### src/rtl/alu_issue_unit.sv
// ---------------------------------------------------------------------------
// alu_issue_unit
//
// Initiator-side front end for the CPU ALU. Commands from decode/issue are
// buffered in a small FIFO and then driven onto the ALU inputs one at a time.
// The unit captures the settled ALU output and returns it, together with the
// command tag, over a valid/ready result interface.
//
// Parameters:
//   OPERAND_LENGTH - width of every operand and result
//   FIFO_DEPTH     - command FIFO entries (power of two, >= 2)
//   TAG_WIDTH      - width of the opaque command tag
//
// Ports:
//   clk, rst                      clock, synchronous active-high reset
//   cmd_valid / cmd_ready         command handshake (cmd_ready = FIFO not full)
//   cmd_opd1..cmd_opd4            command operands
//   cmd_mux1_select               comparison operand pair select
//   cmd_mux2_select               result unit select (11 = comparison unit)
//   cmd_op_select, cmd_tag        unit op code and command tag
//   opd1..opd4, alu_*_select      registered ALU stimulus
//   alu_result, comp_result       ALU outputs
//   res_valid / res_ready         result handshake
//   res_data, res_tag             captured result and its tag
//
// Optional build macro ALU_ISSUE_STATS_EN adds the saturating counters
// stat_ops (result handshakes) and stat_stall (cycles stalled by consumer).
// ---------------------------------------------------------------------------
module alu_issue_unit #(
    parameter int OPERAND_LENGTH = 8,
    parameter int FIFO_DEPTH     = 4,
    parameter int TAG_WIDTH      = 4
) (
    input  logic                      clk,
    input  logic                      rst,
    input  logic                      cmd_valid,
    output logic                      cmd_ready,
    input  logic [OPERAND_LENGTH-1:0] cmd_opd1,
    input  logic [OPERAND_LENGTH-1:0] cmd_opd2,
    input  logic [OPERAND_LENGTH-1:0] cmd_opd3,
    input  logic [OPERAND_LENGTH-1:0] cmd_opd4,
    input  logic                      cmd_mux1_select,
    input  logic [1:0]                cmd_mux2_select,
    input  logic [3:0]                cmd_op_select,
    input  logic [TAG_WIDTH-1:0]      cmd_tag,
    output logic [OPERAND_LENGTH-1:0] opd1,
    output logic [OPERAND_LENGTH-1:0] opd2,
    output logic [OPERAND_LENGTH-1:0] opd3,
    output logic [OPERAND_LENGTH-1:0] opd4,
    output logic                      alu_mux1_select,
    output logic [1:0]                alu_mux2_select,
    output logic [3:0]                alu_op_select,
    input  logic [OPERAND_LENGTH-1:0] alu_result,
    input  logic [OPERAND_LENGTH-1:0] comp_result,
    output logic                      res_valid,
    input  logic                      res_ready,
    output logic [OPERAND_LENGTH-1:0] res_data,
    output logic [TAG_WIDTH-1:0]      res_tag
`ifdef ALU_ISSUE_STATS_EN
    ,
    output logic [15:0]               stat_ops,
    output logic [15:0]               stat_stall
`endif
);

    localparam int PTR_W   = $clog2(FIFO_DEPTH);
    localparam int CNT_W   = $clog2(FIFO_DEPTH + 1);
    localparam int ENTRY_W = 4 * OPERAND_LENGTH + 7 + TAG_WIDTH;

    typedef enum logic [1:0] {IDLE, EXEC, RESP} state_t;

    state_t                    state_q;
    logic [ENTRY_W-1:0]        fifoMem_q [FIFO_DEPTH];
    logic [PTR_W-1:0]          wrPtr_q, wrPtr_d, rdPtr_q, rdPtr_d;
    logic [CNT_W-1:0]          count_q, count_d;
    logic                      fifoFull, fifoEmpty, push, pop;
    logic [ENTRY_W-1:0]        cmdEntry, headEntry;

    logic [OPERAND_LENGTH-1:0] headOpd1, headOpd2, headOpd3, headOpd4;
    logic                      headMux1;
    logic [1:0]                headMux2;
    logic [3:0]                headOp;
    logic [TAG_WIDTH-1:0]      headTag;

    logic [OPERAND_LENGTH-1:0] opd1_q, opd2_q, opd3_q, opd4_q;
    logic                      mux1_q;
    logic [1:0]                mux2_q;
    logic [3:0]                op_q;
    logic [TAG_WIDTH-1:0]      issueTag_q;
    logic                      resValid_q;
    logic [OPERAND_LENGTH-1:0] resData_q;
    logic [TAG_WIDTH-1:0]      resTag_q;

    assign cmdEntry  = {cmd_opd1, cmd_opd2, cmd_opd3, cmd_opd4,
                        cmd_mux1_select, cmd_mux2_select, cmd_op_select, cmd_tag};
    assign headEntry = fifoMem_q[rdPtr_q];
    assign {headOpd1, headOpd2, headOpd3, headOpd4,
            headMux1, headMux2, headOp, headTag} = headEntry;

    // cmd_ready depends only on the registered count, so a same-cycle pop
    // never lets a command in while the FIFO is full.
    assign fifoFull  = (count_q == CNT_W'(FIFO_DEPTH));
    assign fifoEmpty = (count_q == '0);
    assign cmd_ready = !fifoFull;
    assign push      = cmd_valid && !fifoFull;

    // Pop when idle, or when the pending result is being accepted. Using the
    // registered count means a command pushed this cycle is not seen yet.
    assign pop = !fifoEmpty && ((state_q == IDLE) || ((state_q == RESP) && res_ready));

    // Next-state for the FIFO pointers and occupancy count. Pointers wrap
    // naturally since the depth is a power of two.
    always_comb begin
        wrPtr_d = wrPtr_q;
        rdPtr_d = rdPtr_q;
        count_d = count_q;
        if (push) wrPtr_d = wrPtr_q + PTR_W'(1);
        if (pop)  rdPtr_d = rdPtr_q + PTR_W'(1);
        if (push && !pop)      count_d = count_q + CNT_W'(1);
        else if (!push && pop) count_d = count_q - CNT_W'(1);
    end

    // FIFO bookkeeping registers; reset discards every queued command.
    always_ff @(posedge clk) begin
        if (rst) begin
            wrPtr_q <= '0;
            rdPtr_q <= '0;
            count_q <= '0;
        end else begin
            wrPtr_q <= wrPtr_d;
            rdPtr_q <= rdPtr_d;
            count_q <= count_d;
        end
    end

    // FIFO storage needs no reset; only slots below the count are ever read.
    always_ff @(posedge clk) begin
        if (push) fifoMem_q[wrPtr_q] <= cmdEntry;
    end

    // Issue/response FSM with all of its outputs registered. Whenever a pop
    // happens the head command is loaded onto the ALU inputs, so the ALU has
    // the whole EXEC cycle to settle before the result is captured.
    always_ff @(posedge clk) begin
        if (rst) begin
            state_q    <= IDLE;
            opd1_q     <= '0;
            opd2_q     <= '0;
            opd3_q     <= '0;
            opd4_q     <= '0;
            mux1_q     <= 1'b0;
            mux2_q     <= 2'b00;
            op_q       <= 4'b0000;
            issueTag_q <= '0;
            resValid_q <= 1'b0;
            resData_q  <= '0;
            resTag_q   <= '0;
        end else begin
            case (state_q)
                IDLE: begin
                    if (pop) state_q <= EXEC;
                end
                EXEC: begin
                    resData_q  <= (mux2_q == 2'b11) ? comp_result : alu_result;
                    resTag_q   <= issueTag_q;
                    resValid_q <= 1'b1;
                    state_q    <= RESP;
                end
                RESP: begin
                    if (res_ready) begin
                        resValid_q <= 1'b0;
                        state_q    <= pop ? EXEC : IDLE;
                    end
                end
                default: state_q <= IDLE;
            endcase
            if (pop) begin
                opd1_q     <= headOpd1;
                opd2_q     <= headOpd2;
                opd3_q     <= headOpd3;
                opd4_q     <= headOpd4;
                mux1_q     <= headMux1;
                mux2_q     <= headMux2;
                op_q       <= headOp;
                issueTag_q <= headTag;
            end
        end
    end

    assign opd1            = opd1_q;
    assign opd2            = opd2_q;
    assign opd3            = opd3_q;
    assign opd4            = opd4_q;
    assign alu_mux1_select = mux1_q;
    assign alu_mux2_select = mux2_q;
    assign alu_op_select   = op_q;
    assign res_valid       = resValid_q;
    assign res_data        = resData_q;
    assign res_tag         = resTag_q;

`ifdef ALU_ISSUE_STATS_EN
    logic [15:0] statOps_q, statStall_q;

    // Saturating activity counters: completed results and consumer stalls.
    always_ff @(posedge clk) begin
        if (rst) begin
            statOps_q   <= '0;
            statStall_q <= '0;
        end else begin
            if (resValid_q && res_ready && (statOps_q != 16'hFFFF))
                statOps_q <= statOps_q + 16'd1;
            if (resValid_q && !res_ready && (statStall_q != 16'hFFFF))
                statStall_q <= statStall_q + 16'd1;
        end
    end

    assign stat_ops   = statOps_q;
    assign stat_stall = statStall_q;
`endif

endmodule

### config.mk
export PLATFORM = sky130hd
export DESIGN_NAME = alu_issue_unit
export DESIGN_NICKNAME = d
export VERILOG_FILES = /design/src/rtl/alu_issue_unit.sv
export SDC_FILE = /design/constraint.sdc
export NUM_CORES = 1
export LEC_CHECK = 0
export BUFFER_PORTS_ARGS = -buffer_cell sky130_fd_sc_hd__buf_2
export CORE_ASPECT_RATIO = 0.7
export CORE_MARGIN = 4
export CORE_UTILIZATION = 55
export DETAILED_ROUTE_END_ITERATION = 8
export PLACE_DENSITY_LB_ADDON = 0.15
export SLEW_MARGIN = 20
export SYNTH_ARGS = -nofsm -noshare
export SYNTH_HDL_FRONTEND = slang
export SYNTH_SLANG_ARGS = --single-unit
export TNS_END_PERCENT = 10
### constraint.sdc
create_clock -name clk -period 2.9 [get_ports clk]
set_input_delay 0.29 -clock clk [delete_from_list [all_inputs] [get_ports clk]]
set_output_delay 0.29 -clock clk [all_outputs]
set_load 0.005 [all_outputs]
==> impl_metrics.csv <==
group,metric,value,unit
logic_synthesis,synth_top_area_cell,"edfxtp_1",
clocking,cts_buffers,22,
logic_synthesis,synthArstFlopShare,0,%
logic_synthesis,ys_seq_elements,237,
sta,final.setup.tns,0,ps
grt,grt_pass1_wl,31.0,mm
floorplan,die-area,18700,µm²
power_and_ir_drop,clockPowerShare,27.2,%
routing,via_per_inst,6.05,
setup_path,cp.arrival,2780,ps
logic_synthesis,ys_seq_area_share,71.1,%
logic_synthesis,synth.avg_cell_area,16.4,µm²
sta,hold_viol_final,0,
logic_synthesis,yosysTopAreaCellShare,56.8,%
power_and_ir_drop,netSwitchingPower,3.09,mW
power_and_ir_drop,p_comb_share,26.2,%
setup_path,critPathMaxFanout,5,
setup_path,worstSetupEndpointType,"flip-flop",
routing,dr_total_vias,5564,
finish,finalNetCount,746,
clocking,cts_buffer_depth,3,
sta,min_period_over_period,81.4,%
routing,postRouteAntennaNets,0,
floorplan,rows,39,
place,io_buffer_count,115,
outcome,status,"completed",
sta,hold_slack,15.9,ps
power_and_ir_drop,irDropWorstVdd,0.000550,V
place,dp_hpwl,11.9,mm
power_and_ir_drop,netSwitchingFraction,30.7,%
sta,finalMaxSlewViolations,0,
place,gp_routability_congestion,0.768,
sta,setup_viol,0,
floorplan,initial_utilization,56.0,%
place,placed_area,9840,µm²
grt,grt_max_degree,49,
sta,fin_skew,12.4,ps
logic_synthesis,netlist_top_cells_area,"edfxtp_1 (57%), dfxtp_1 (14%), mux4_2 (9.9%)",
logic_synthesis,yosys_warnings,0,
routing,wl_per_cell,21.8,µm
logic_synthesis,netlist_area,9100,µm²
clocking,htreeDepth,1,
power_and_ir_drop,power.leakage,3.83,nW
sta,timing.slew.headroom,38.3,%
finish,postLayoutCoreUtil,65.7,%
power_and_ir_drop,power,10.1,mW
routing,drt_iter0_drc,467,
sta,period_minus_slack,2360,ps
flow_run,max_cap_violations,0,
grt,grt_pass1_vias,5638,
grt,grt_remaining_overflow,0,
routing,wl,20.0,mm
grt,antenna_found_initial,1,
clocking,clk_pin_slew,60,ps
logic_synthesis,synth-edff-count,172,
setup_path,start_kind,"flip-flop",
power_and_ir_drop,p_int,6.97,mW
setup_path,cp.required,3310,ps
finish,area_growth,17.4,%
clocking,insertion_delay,500,ps
finish,drive_gt1_share,31.2,%
setup_path,criticalPathCategory,"flip-flop to flip-flop",
worst_hold_path,worstHoldPathType,"input port to flip-flop",
floorplan,die_h,116,µm
floorplan,fp.dieW,162,µm
sta,worst_pin_slew,926,ps
clocking,cts-root-buf,"clkbuf_16",
power_and_ir_drop,power_density,942,nW/µm²
logic_synthesis,synth.distinct_cells,33,
floorplan,io_pins,116,
power_and_ir_drop,p_seq_share,46.6,%
clocking,clock_sinks,237,
logic_synthesis,syn-instance-count,556,
logic_synthesis,syn_nets,625,
clocking,cts_tree,"built",
logic_synthesis,synth_flop_cell,"edfxtp_1",
finish,final_cell_area,10700,µm²
sta,rsz0062_at_grt,"false",
routing,dr.pass1.iters,6,
grt,track_usage,21.3,%
floorplan,core_region_area,16200,µm²
sta,max_clock_freq,423,MHz
routing,drcViolationCount,0,
==> power groups by stage <==
stage | combinational [mW] | sequential [mW] | clock [mW]
6_report | 2.64 | 4.69 | 2.73
5_1_grt | 2.85 | 4.78 | 2.93
4_1_cts | 2.64 | 4.70 | 2.78
3_5_place_dp | 2.61 | 4.77 | 0
3_3_place_gp | 2.54 | 4.73 | 0
2_1_floorplan | 2.03 | 4.48 | 0
==> layout make-up <==
type | instances | area, µm²
well taps | 225 | 282
repair buffers | 146 | 858
diodes | 2 | 5.00
clock buffers | 27 | 601
inverters | 6 | 22.5
fillers | 1146 | 5570
clock inverters | 12 | 81.3
multi-input cells | 264 | 2360
flip-flops and latches | 237 | 6470
==> synthesized netlist by cell type (all sizes together), types with 5 or more instances <==
library cell  number
a21oi             53
a311oi             8
buf               33
clkbuf            16
dfxtp             65
edfxtp           172
ha                 5
inv                6
mux4              43
nand2             19
nand3             11
nand4             44
nor2              13
o31ai             44
==> metal layers <==
layer  track usage (%)  up-vias  routed length, µm
li1                  -     2483                  -
met1              30.2     2806               8630
met2              34.8      245               9410
met3              4.91       30               1700
met4              4.34        0                299
met5                 0        -                  0
==> sequential cells by signal, summed over array words and instances (netlist names) <==
name	count
state_q	2
res_tag	4
count_q	3
res_data	8
alu_mux2_select	2
opd1	8
res_valid	1
wrPtr_q	2
alu_mux1_select	1
issueTag_q	4
rdPtr_q	2
opd3	8
opd4	8
fifoMem_q	172
alu_op_select	4
opd2	8
==> cells by family after synthesis <==
group           after synthesis  share of synthesized area (%)
mux                          45                           11.0
fa+ha+maj                     6                          0.908
flops                       237                           71.1
buf+inv                      55                           3.15
compound gates              108                           7.48
simple gates                103                           6.18
xor+xnor                      2                          0.193
==> critical path, cell delays in order (launching register included) <==
cell and delay (ps):
dfxtp_1 390, or3_2 490, nand3_1 120, ha_1 200, inv_1 60, fa_1 370
xor2_1 160, or3_1 330, a21oi_1 160
==> placed cells by master (no fill, tap or decap), types with 8 or more instances in the layout <==
cell,count
a21oi_1,53
a311oi_1,8
buf_2,115
buf_4,15
clkbuf_16,23
clkinv_2,8
dfxtp_1,62
dlygate4sd3_1,15
edfxtp_1,172
mux4_2,40
nand2_1,19
nand3_1,11
nand4_1,44
nor2_1,13
o31ai_1,44
==> final timing paths <==
check	startpoint	endpoint	slack (ps)	cells past startpoint
worst min-delay path	cmd_opd1[5]	fifoMem_q[2][40]	20	1
worst max-delay path	count_q[0]	count_q[2]	540	8
worst min register to register	issueTag_q[2]	res_tag[2]	460	2
worst max register to register	count_q[0]	count_q[2]	540	8
==> what timing repair did <==
item                      CTS  global route
resized for setup           0             0
hold buffers               11             4
buffers inserted            0             0
hold endpoints to repair   44            10
==> per-stage QoR <==
| step | instances | worst slack [ps] |
|---|---|---|
| after floorplan | 556 | 549 |
| after global placement | 863 | 672 |
| after detailed placement | 863 | 588 |
| after CTS | 913 | 566 |
| after global routing | 918 | 466 |
| final | 919 | 538 |
Power figures use the tool's default switching activity.
